## src/rtl/ir_sequencer.sv

```systemverilog
// Instruction register, step counter and one-entry byte buffer in front of the control decoder.
// A decoder byte request with no buffered byte stalls the step sequence. A step-3 instruction traps.
`timescale 1ns/1ps
module ir_sequencer #(
  parameter int         COUNT_WIDTH = 16,
  parameter logic [7:0] RESET_IR    = 8'h00
) (
  input  logic                   clock,
  input  logic                   reset,
  input  logic [7:0]             in_data,
  input  logic                   in_valid,
  output logic                   in_ready,
  input  logic                   data_in_select,
  input  logic                   rIR_enable,
  input  logic                   counter_clear,
  input  logic                   done,
  output logic [7:0]             bus_data,
  output logic [7:0]             rIR_data,
  output logic [1:0]             counter,
  output logic                   stall,
  output logic                   illegal,
  output logic [COUNT_WIDTH-1:0] retired
);

  logic       r_buf_valid;
  logic [7:0] r_buf_data;

  logic w_need;
  logic w_stall;
  logic w_consume;
  logic w_accept;

  assign w_need    = rIR_enable | data_in_select;
  assign w_stall   = w_need & ~r_buf_valid;
  assign w_consume = w_need & r_buf_valid;
  assign w_accept  = in_valid & in_ready;

  assign stall    = w_stall;
  assign in_ready = ~r_buf_valid | w_consume;
  assign bus_data = r_buf_valid ? r_buf_data : 8'h00;

  always_ff @(posedge clock) begin
    if (reset) begin
      r_buf_valid <= 1'b0;
      r_buf_data  <= 8'h00;
      rIR_data    <= RESET_IR;
      counter     <= 2'd0;
      illegal     <= 1'b0;
      retired     <= '0;
    end else begin
      // Consume and accept in the same cycle keeps the buffer full at one byte per cycle.
      if (w_accept) begin
        r_buf_valid <= 1'b1;
        r_buf_data  <= in_data;
      end else if (w_consume) begin
        r_buf_valid <= 1'b0;
      end

      illegal <= 1'b0;
      if (!w_stall) begin
        if (counter == 2'd3) begin
          // No decoded instruction runs this long: abandon it and refetch.
          illegal  <= 1'b1;
          rIR_data <= RESET_IR;
          counter  <= 2'd0;
        end else begin
          if (rIR_enable) begin
            rIR_data <= bus_data;
          end
          counter <= counter_clear ? 2'd0 : counter + 2'd1;
          if (done && (retired != '1)) begin
            retired <= retired + COUNT_WIDTH'(1);
          end
        end
      end
    end
  end

endmodule
```

## config.mk

```make
export PLATFORM = sky130hd
export DESIGN_NAME = ir_sequencer
export DESIGN_NICKNAME = d
export VERILOG_FILES = /design/src/rtl/ir_sequencer.sv
export SDC_FILE = /design/constraint.sdc
export NUM_CORES = 1
export LEC_CHECK = 0
export ABC_AREA = 1
export BUFFER_PORTS_ARGS = -buffer_cell sky130_fd_sc_hd__buf_2
export CAP_MARGIN = 20
export CORE_MARGIN = 2
export CORE_UTILIZATION = 45
export CTS_CLUSTER_DIAMETER = 200
export DETAILED_ROUTE_END_ITERATION = 10
export PLACE_DENSITY = 0.8
export SLEW_MARGIN = 0
export SYNTH_ARGS = -nofsm -noshare
export SYNTH_HDL_FRONTEND = slang
export SYNTH_SLANG_ARGS = --single-unit
```

## constraint.sdc

```tcl
create_clock -name clock -period 1.9 [get_ports clock]
set_input_delay 0.38 -clock clock [delete_from_list [all_inputs] [get_ports clock]]
set_output_delay 0.38 -clock clock [all_outputs]
set_load 0.02 [all_outputs]
```

; ---- Word level (Yosys, flattened, before mapping)
; Cells that the tools add are included.
; W data, S select, Z words.
[op_classes]
muxes = 8
eq_ne = 2
bitwise_logic = 8
reduce_logical = 6
addsub = 2
[ops]
columns = cell, n
row1 = $mux W8, 3
row2 = $add A16 B1 Y16 const B, 1
row3 = $ne A16 B16 Y1 const B, 1
row4 = $mux W2, 2
row5 = $reduce_bool A2 Y1, 2
row6 = $and A1 B1 Y1, 3
row7 = $mux W1, 3
row8 = $not A1 Y1, 3
row9 = $reduce_and A3 Y1, 1
row10 = $add A2 B1 Y2 const B, 1
row11 = $eq A2 B2 Y1 const B, 1
row12 = $or A1 B1 Y1, 2
row13 = $reduce_and A2 Y1, 1
row14 = $reduce_or A2 Y1, 1
row15 = $logic_and A1 B1 Y1, 1
[totals]
wordCells = 32
register_bits = 36
in_bits = 15

; ---- Depth between registers and ports, before layout
; Gate-level depths: netlist (run 1).
[depth]
word_depth = 5
ltp_mapped = 10
mapped_depth_nobuf = 10

; ---- Least setup slack after synthesis (run 1)
; No wires, ideal clock.
[synth_path]
path_kind = reg2reg
from = register retired[0]
to = register retired[12]
arrival_ps = 1445
required_ps = 1785
path_buffers = 1
stages_incl_launch_ff = 10
setup_slack_ps = 340
path_cell_list = dfxtp_1 ha_1 nand2_2 nor2_4 nand2_2 nor2_2 nor2_2 buf_6 a21oi_1 nor2_1
[synth_via]
elab_chain_cells = 3
word_cells_on_any_way = 4
[synth_rtl]
columns = item, line
row1 = start: declaration, 22  ; output logic [COUNT_WIDTH-1:0] retired
row2 = start signal: assignment, 72  ; retired <= retired + COUNT_WIDTH'(1);
row3 = "parallel branches: the longest is 3 deep, another holds $add A16 B1 Y16", -
; Parallel ways; which one is timed is not known.
; A chain may end at the register's enable or synchronous reset.

; ---- Worst setup path after layout (run 1)
[layout_path]
from = register retired[0]
to = register retired[11]
; Same word-level chain as after synthesis.

==> reports/qor.txt, run 1 <==
status -> complete, no violations
Setup Viol. Count Final -> 0
Top delay family on crit path -> simple AND/OR/NAND/NOR gates
DRT Pass-1 Iters -> 4
Routed Antenna Nets -> 0
Fin. Hold Viols -> 0
most frequent cells in the layout -> nand2_1 (58), nor2_1 (52), buf_2 (51)
period utilization -> 86.0%
max incr delay on CP -> 410 ps
Sequential Power Share -> 48.1%
RSZ-0062 raised after global routing -> false
relative slew slack -> 61.5%
Tmin final -> 1630 ps
P_sw -> 0.427 mW
boundary pin count -> 52
die width -> 68.9 um
Slew @ Worst Pin -> 574 ps
Tot Pwr -> 1.66 mW
vias in the first global route -> 1690
H-tree depth -> 2
commonest non-fill, non-tap cell in the layout -> nand2_1
GRT Residual Overflow -> 0
CP cell instances -> ha_1 -> nand2_2 -> nor2_4 -> nand2_2 -> nor2_2 -> nor2_2 -> buf_4 -> a21oi_1 -> nor2_1
Vias/cell -> 4.88
VDD IR max -> 0.461 mV
WS Path Type -> flop to flop
CTS Sinks -> 36
critical path peak fanout -> 19
Port Buf Inserts -> 51
sw frac -> 25.6%
setup bufs post-CTS -> 0
internal power -> 1.24 mW
CTS tree -> yes
Layout area overhead -> 21.3%
die height -> 68.9 um
WHS -> 334 ps
GRT Total Usage -> 20.2%
Seq/Total Area, Yosys -> 38.1%
DP HPWL -> 3.32 mm
Logic pwr share -> 11.7%
CTS buffer count -> 5
Area contributors post-synth -> dfxtp_1 (38%), nand2_1 (12%), nor2_1 (10%)
Syn Inst Count -> 276
DRC Markers -> 0
largest net degree at the start of global routing -> 20
crit start category -> flop
post-synth top area share -> 38.1%
HP Class -> primary input to flop
row count -> 23
WP data required -> 2080 ps
Critical-path top delay cell -> dfxtp_1
P per Cell Area -> 725 mW/mm2
Cell Area, Synth -> 0.00189 mm2
Mapped Nets -> 293
top cell type by total area after synthesis -> dfxtp_1
Clock Power Share -> 40.2%
f_max -> 612 MHz
Critical path buffers and inverters -> 1
Vias -> 1858
Crit. End Element -> flop
Final nets -> 347
diode count -> 0
leakage -> 1.12 nW
Slew Viols, Final -> 0
YS warnings -> 0
Netlist cell types -> 25
Worst EP arrival -> 1820 ps
CTS Hold Bufs -> 0
clock skew -> 9.25 ps
post-CTS sizing -> 0
Worst-path clk slew -> 80 ps
initial DRC count -> 86
DIE AREA -> 0.00474 mm2
gpl congestion -> 0.872
Root Driver -> clkbuf_8
layout cell share with drive strength beyond 1 -> 29.0%
initial antenna violation count -> 0
setup_tns -> 0 ps
clk buf depth -> 2
syn avg cell area -> 6.86 um2
total core area -> 0.00403 mm2
worst skew pair latency -> 290 ps
first-pass GRT wire length -> 7.11 mm
Initial Util -> 47.0%
drt wl/cell -> 11.6 um
Synth Register Bits -> 36
total wire length -> 4.41 mm
max cap viols -> 0
[final timing paths]
kind	startpoint	to	slack, ps	cells past startpoint
max	retired[0]	retired[11]	270	9
min	in_data[2]	r_buf_data[2]	330	3
max reg2reg	retired[0]	retired[11]	270	9
min reg2reg	rIR_data[6]	rIR_data[6]	470	2
[synthesized netlist by cell type (all sizes together)]
cell / number
buf: 6
nand4: 1
a21oi: 18
nand2: 67
o21bai: 1
dfxtp: 36
xnor2: 1
ha: 2
nand3b: 2
nand3: 33
nor3: 1
xor2: 1
clkbuf: 3
nor2: 62
o21ai: 9
o21a: 1
inv: 32
[metal layers]
metal  GRT usage (%)  wire, um  vias to the layer above
li1                -         -                      971
met4            8.33        84                        0
met5               0         0                        -
met2            34.9      2180                       52
met3            6.49       279                        9
met1            23.0      1870                      826
[through the flow]
| step | util, % | area [um2] | setup WS, ps | cells |
|---|---|---|---|---|
| final | 57.0 | 2300 | 266 | 381 |
| after global routing | 57.0 | 2300 | 133 | 381 |
| after CTS | 57.0 | 2300 | 246 | 381 |
| after detailed placement | 54.3 | 2190 | 271 | 373 |
| after global placement | 54.3 | 2190 | 377 | 373 |
| after floorplan | - | 1890 | 340 | 276 |
[logic make-up after synthesis]
logic type	after synthesis	synth area share (%)
simple gates	166	41.6
xor+xnor	2	0.925
fa+ha+maj	2	1.32
compound gates	29	8.53
buf+inv	41	9.52
flops	36	38.1
[worst min-delay path: cells and delay by family]
family	cells	cell delay, ps
AO/OA/AOI/OAI	1	70
AND/OR/NAND/NOR	1	70
buffers and inverters	1	70
[power by group through the flow]
| stage | registers (mW) | clock network [mW] | logic (mW) |
|---|---|---|---|
| final | 0.801 | 0.669 | 0.194 |
| after detailed placement | 0.819 | 0 | 0.195 |
| after global placement | 0.817 | 0 | 0.192 |
| after global routing | 0.805 | 0.720 | 0.216 |
| after floorplan | 0.830 | 0 | 0.123 |
| after CTS | 0.801 | 0.690 | 0.196 |
[sequential cells by signal (all words and copies together) (netlist names)]
signal / flops
retired: 16
rIR_data: 8
r_buf_data: 8
counter: 2
illegal: 1
r_buf_valid: 1
[layout make-up]
| type | count | area, um2 |
|---|---|---|
| repair buffers | 56 | 293 |
| fillers | 412 | 1730 |
| inverters | 32 | 120 |
| multi-input cells | 199 | 992 |
| flip-flops and latches | 36 | 721 |
| clock inverters | 2 | 35.0 |
| well taps | 50 | 62.6 |
| clock buffers | 6 | 72.6 |
Power figures use the tool's default switching activity.
==> run 2: changes to the inputs <==
Settings changed: ABC_AREA 1 to 0, CTS_BUF_LIST set to sky130_fd_sc_hd__clkbuf_4, PLACE_DENSITY 0.8 to 0.81, RECOVER_POWER set to 25.
==> run 2 against run 1 <==
Cell count decreased by 22%. Cell area decreased by 7.1%. Clock-buffer cell count increased by 1. Worst setup slack got worse by 180 ps. Sequential power decreased by 2%. Synthesized cell count decreased by 30%. Non-clock buffer count increased by 2. Combinational power decreased by 32%. Sequential share of layout area increased by 2.4 points.
==> reports/qor.txt, run 2 <==
status -> complete, no violations
period utilization -> 95.7% (+9.7 points)
initial antenna violation count -> 0 (unchanged)
drt wl/cell -> 14.1 um (+22%)
die height -> 65.9 um (-4.3%)
WP data required -> 1520 ps (-560 ps)
clk buf depth -> 2 (unchanged)
Worst EP arrival -> 1440 ps (-380 ps)
Cell Area, Synth -> 0.00172 mm2 (-9.0%)
Worst Reg2Reg Path Length in Cells -> 5 (-4)
setup_tns -> 0 ps (unchanged)
top-count cell post-synth -> dfxtp_1
Mapped Nets -> 211 (-28%)
EDFF count, synth -> 0 (unchanged)
commonest non-fill, non-tap cell in the layout -> buf_2
P_sw -> 0.348 mW (-19%)
Largest register FFs -> 16 (unchanged)
routed wl met2 -> 2.10 mm (-3.7%)
initial DRC count -> 133 (+55%)
Routed Antenna Nets -> 0 (unchanged)
Vias -> 1666 (-10%)
CTS Sinks -> 36 (unchanged)
Port Buf Inserts -> 51 (unchanged)
most frequent cells in the layout -> buf_2 (37), dfxtp_1 (36), a21oi_1 (22)
DP HPWL -> 3.01 mm (-9.2%)
synth cell count leaders -> dfxtp_1 (36), a21oi_1 (22), nand2_1 (20)
Tmin final -> 1820 ps (+184 ps)
hold depth -> 3 (unchanged)
setup bufs post-CTS -> 0 (unchanged)
boundary pin count -> 52 (unchanged)
WHS -> 277 ps (-57.8 ps)
Layout Cells excl Fill -> 299 (-22%)
top layer in use -> met4
DIE AREA -> 0.00434 mm2 (-8.5%)
RSZ-0062 raised after global routing -> false
Vias/cell -> 5.57 (+14%)
CTS buffer count -> 5 (unchanged)
post-synth top area share -> 41.8% (+3.8 points)
CTS tree -> yes
Initial Util -> 47.1% (+0.073 points)
Clock Power Share -> 31.5% (-8.7 points)
YS warnings -> 0 (unchanged)
Sequential Power Share -> 58.6% (+10 points)
f_max -> 550 MHz (-10%)
syn avg cell area -> 8.88 um2 (+29%)
critical path peak fanout -> 5 (-14)
diode count -> 0 (unchanged)
relative slew slack -> 65.7% (+4.2 points)
Top reg by flops -> retired
HP Class -> primary input to flop
Regs by FF count -> retired (16), rIR_data (8), r_buf_data (8)
Final nets -> 267 (-23%)
Fin. Hold Viols -> 0 (unchanged)
largest net degree at the start of global routing -> 25 (+25%)
Crit. End Element -> primary output
total core area -> 0.00366 mm2 (-9.1%)
GRT Residual Overflow -> 0 (unchanged)
DRT Pass-1 Iters -> 4 (unchanged)
WL met1 -> 1.74 mm (-6.9%)
Layout area overhead -> 23.8%
Netlist cell types -> 37 (+48%)
layout cell share with drive strength beyond 1 -> 27.5% (-1.5 points)
Area contributors post-synth -> dfxtp_1 (42%), a21oi_1 (6.4%), nand2_1 (4.4%)
Worst-path clk slew -> 100 ps (+20 ps)
Placed Cells -> 291 (-22%)
top_reg_cell synth -> dfxtp_1
row count -> 22 (-4.3%)
vias in the first global route -> 1546 (-8.5%)
fraction of registers with async set/reset -> 0% (unchanged)
leakage -> 0.867 nW (-23%)
max cap viols -> 0 (unchanged)
final instance area -> 0.00213 mm2 (-7.1%)
H-tree depth -> 2 (unchanged)
Seq/Total Area, Yosys -> 41.8% (+3.8 points)
Slew @ Worst Pin -> 511 ps (-63.4 ps)
Root Driver -> clkbuf_4
gpl congestion -> 0.825 (-5.4%)
WS Path Type -> flop to primary output
Synth Register Bits -> 36 (unchanged)
die width -> 65.9 um (-4.3%)
internal power -> 0.992 mW (-20%)
crit start category -> flop
total wire length -> 4.22 mm (-4.4%)
top cell type by total area after synthesis -> dfxtp_1
P per Cell Area -> 628 mW/mm2 (-13%)
worst skew pair latency -> 340 ps (+50 ps)
met3 wire len -> 322 um (+15%)
Setup Viol. Count Final -> 0 (unchanged)
Syn Inst Count -> 194 (-30%)
sw frac -> 26.0% (+0.33 points)
first-pass GRT wire length -> 7.02 mm (-1.3%)
VDD IR max -> 0.373 mV (-19%)
clock skew -> 4.31 ps (-4.94 ps)
Slew Viols, Final -> 0 (unchanged)
Logic pwr share -> 9.8% (-1.9 points)
Cell Area, Placed -> 0.00205 mm2 (-6.3%)
DRC Markers -> 0 (unchanged)
Tot Pwr -> 1.34 mW (-20%)
GRT Total Usage -> 20.8% (+0.59 points)
==> run 2: cell count changes in the layout (fill, tap and decap cells not counted), moves of 10 or more <==
cell,before,now
inv_1,29,5
buf_2,51,37
nand3_2,10,0
nand2_1,58,20
clkbuf_1,1,16
nor2_1,52,13
==> run 2: cell families after synthesis <==
family / synth area share [%]
mux: 2.61
buf+inv: 3.49
flops: 41.8
compound gates: 15.8
simple gates: 34.9
fa+ha+maj: 1.45
==> run 2: cell type report <==
class	count	area, um2
clock inverters	1	3.75
inverters	5	18.8
well taps	48	60.1
flip-flops and latches	36	721
clock buffers	7	52.6
fillers	348	1530
multi-input cells	144	995
repair buffers	58	283
==> run 2: stage by stage <==
step,utilization (%),setup slack [ps]
2_1_floorplan,-,49.4
3_3_place_gp,56.0,125
3_5_place_dp,56.0,35.8
4_1_cts,57.7,35.8
5_1_grt,58.3,6.03
6_report,58.3,82.3
==> run 2: power by group through the flow <==
stage	combinational [mW]	clock, mW	sequential [mW]
after detailed placement	0.132	0	0.802
after global routing	0.145	0.469	0.788
after floorplan	0.0729	0	0.807
after CTS	0.133	0.428	0.785
final	0.132	0.422	0.785
after global placement	0.129	0	0.802
==> run 2: per-layer routing <==
metal / vias to the layer above / global-route usage (%)
met5: - / 0
met4: 0 / 8.33
met3: 6 / 5.45
met2: 64 / 33.8
met1: 777 / 26.1
li1: 819 / -
==> run 2: repair_timing <==
action                     in CTS  in global routing
gates resized for setup         1                  7
pin swaps                       0                  0
gates cloned                    0                  0
setup endpoints to repair       1                  4
hold buffers                    0                  0
==> run 2: final timing paths <==
kind / startpoint / end / slack [ps]
setup / recovery: r_buf_valid / in_ready / 80
hold / removal: in_data[5] / r_buf_data[5] / 280
setup reg to reg: counter[0] / retired[15] / 90
hold reg to reg: r_buf_data[5] / r_buf_data[5] / 480
==> run 2: worst max-delay path, stage by stage (launching register included) <==
cell,delay [ps]
dfxtp_1,380
or3b_2,530
buf_2,190
==> run 3: changes to the inputs <==
Settings changed: CORE_MARGIN 2 to unset.
==> run 3 against run 2 <==
Cell area shrank 0.53%. First-iteration DRC count grew 16%. Non-clock buffer count is 2 higher. Clock skew grew 4.7 ps. Register-to-register slack improved by 30 ps. Largest power group unchanged.
==> reports/qor.txt, run 3 (synthesis gave the netlist of run 2 again) <==
status -> complete, no violations
GRT Residual Overflow -> 0 (unchanged)
Layout area overhead -> 23.2%
diode count -> 0 (unchanged)
clock skew -> 9.03 ps (+4.72 ps)
setup_tns -> 0 ps (unchanged)
die width -> 63.9 um (-3.0%)
worst skew pair latency -> 350 ps (about the same)
Slew Viols, Final -> 0 (unchanged)
DRC Markers -> 0 (unchanged)
vias in the first global route -> 1468 (-5.0%)
CTS buffer count -> 5 (unchanged)
max cap viols -> 0 (unchanged)
Crit. End Element -> primary output
Tot Pwr -> 1.29 mW (-3.3%)
largest net degree at the start of global routing -> 29 (+16%)
WS Path Type -> flop to primary output
Initial Util -> 47.1% (unchanged)
DRT Pass-1 Iters -> 4 (unchanged)
total core area -> 0.00366 mm2 (unchanged)
max incr delay on CP -> 500 ps (-30 ps)
Reg area -> 721 um2 (unchanged)
Fin. Hold Viols -> 0 (unchanged)
Top reg by flops -> retired
Routed Antenna Nets -> 0 (unchanged)
row count -> 22 (unchanged)
crit start category -> flop
first-pass GRT wire length -> 6.63 mm (-5.5%)
VDD IR max -> 0.343 mV (-8.0%)
Regs by FF count -> retired (16), rIR_data (8), r_buf_data (8)
Vias/cell -> 5.56 (-0.19%)
P per Cell Area -> 610 mW/mm2 (-2.8%)
Placed Cells -> 291 (unchanged)
GRT Total Usage -> 21.0% (+0.20 points)
gpl congestion -> 0.836 (+1.3%)
Setup Viol. Count Final -> 0 (unchanged)
CTS Sinks -> 36 (unchanged)
multi-input logic area -> 976 um2 (-1.9%)
Tmin final -> 1820 ps (+1.45 ps)
RSZ-0062 raised after global routing -> false
final instance area -> 0.00212 mm2 (-0.53%)
Vias -> 1674 (+0.48%)
initial DRC count -> 154 (+16%)
Largest register FFs -> 16 (unchanged)
CP cell instances -> or3b_1 -> buf_2
H-tree depth -> 2 (unchanged)
Worst EP arrival -> 1440 ps (about the same)
CTS tree -> yes
Layout Cells excl Fill -> 301 (+0.67%)
DP HPWL -> 2.90 mm (-3.7%)
boundary pin count -> 52 (unchanged)
clk buf depth -> 2 (unchanged)
HP Class -> primary input to flop
DIE AREA -> 0.00408 mm2 (-6.0%)
Root Driver -> clkbuf_4
Cell Area, Placed -> 0.00205 mm2 (unchanged)
CTS Hold Bufs -> 0 (unchanged)
layout cell share with drive strength beyond 1 -> 26.9% (-0.61 points)
critical path peak fanout -> 8 (+3)
# fillers -> 347 (-0.29%)
Final nets -> 270 (+1.1%)
initial antenna violation count -> 0 (unchanged)
Port Buf Inserts -> 51 (unchanged)
f_max -> 550 MHz (about the same)
relative slew slack -> 63.8% (-1.9 points)
drt wl/cell -> 13.8 um (-2.2%)
total wire length -> 4.15 mm (-1.5%)
die height -> 63.9 um (-3.0%)
WP data required -> 1520 ps (about the same)
Worst-path clk slew -> 110 ps (about the same)
Slew @ Worst Pin -> 540 ps (+29.0 ps)
leakage -> 0.879 nW (+1.4%)
commonest non-fill, non-tap cell in the layout -> buf_2
most frequent cells in the layout -> buf_2 (37), dfxtp_1 (36), a21oi_1 (22)
period utilization -> 95.7% (about the same)
Critical-path top delay cell -> or3b_1
Core Util, Final -> 58.0% (-0.31 points)
==> run 3: cell types whose count changed in the layout (fill, tap and decap cells not counted), sizes merged <==
cell,before,now
clkinv,1,2
nand4,4,5
clkbuf,23,20
buf,42,45
==> run 3: timing repair <==
item,in CTS,in global routing
setup buffers,0,2
gates resized for setup,0,5
endpoints found under the setup margin,0,5
==> run 3: worst max-delay path, delay by kind of cell (launching register included) <==
kind | cells | cell delay, ps
AND/OR/NAND/NOR | 1 | 500
buffers and inverters | 1 | 220
flip-flops | 1 | 370
==> run 3: path summary, 6_finish.rpt <==
| path | startpoint | end | slack, ps | cells past startpoint |
|---|---|---|---|---|
| setup / recovery | r_buf_valid | in_ready | 80 | 2 |
| hold reg to reg | r_buf_data[3] | r_buf_data[3] | 480 | 2 |
| hold / removal | in_data[6] | r_buf_data[6] | 270 | 3 |
| setup reg to reg | counter[0] | retired[13] | 120 | 5 |
==> run 3: cell type report <==
class | count | share of cell area (%)
inverters | 5 | 0.884
clock buffers | 5 | 1.77
multi-input cells | 145 | 46.0
well taps | 48 | 2.83
clock inverters | 2 | 0.354
repair buffers | 60 | 14.2
flip-flops and latches | 36 | 34.0
==> run 3: layer usage <==
layer / GRT usage [%] / vias up / wire, um
met1: 23.5 / 771 / 1800
met3: 6.43 / 10 / 272
met2: 35.6 / 64 / 1990
li1: - / 829 / -
met4: 11.1 / 0 / 87
met5: 0 / - / 0
==> run 3: metrics by stage <==
| step | hold WS, ps | setup WS [ps] |
|---|---|---|
| after floorplan | 445 | 49.4 |
| after global placement | 454 | 122 |
| after detailed placement | 460 | 66.4 |
| after CTS | 265 | 23.6 |
| after global routing | 279 | 19.9 |
| final | 269 | 80.9 |
==> run 3: report_power, final <==
part	leakage [nW]	internal, mW	switching (mW)
registers	0.292	0.772	0.0130
clock network	0.0261	0.129	0.249
logic	0.560	0.0495	0.0818
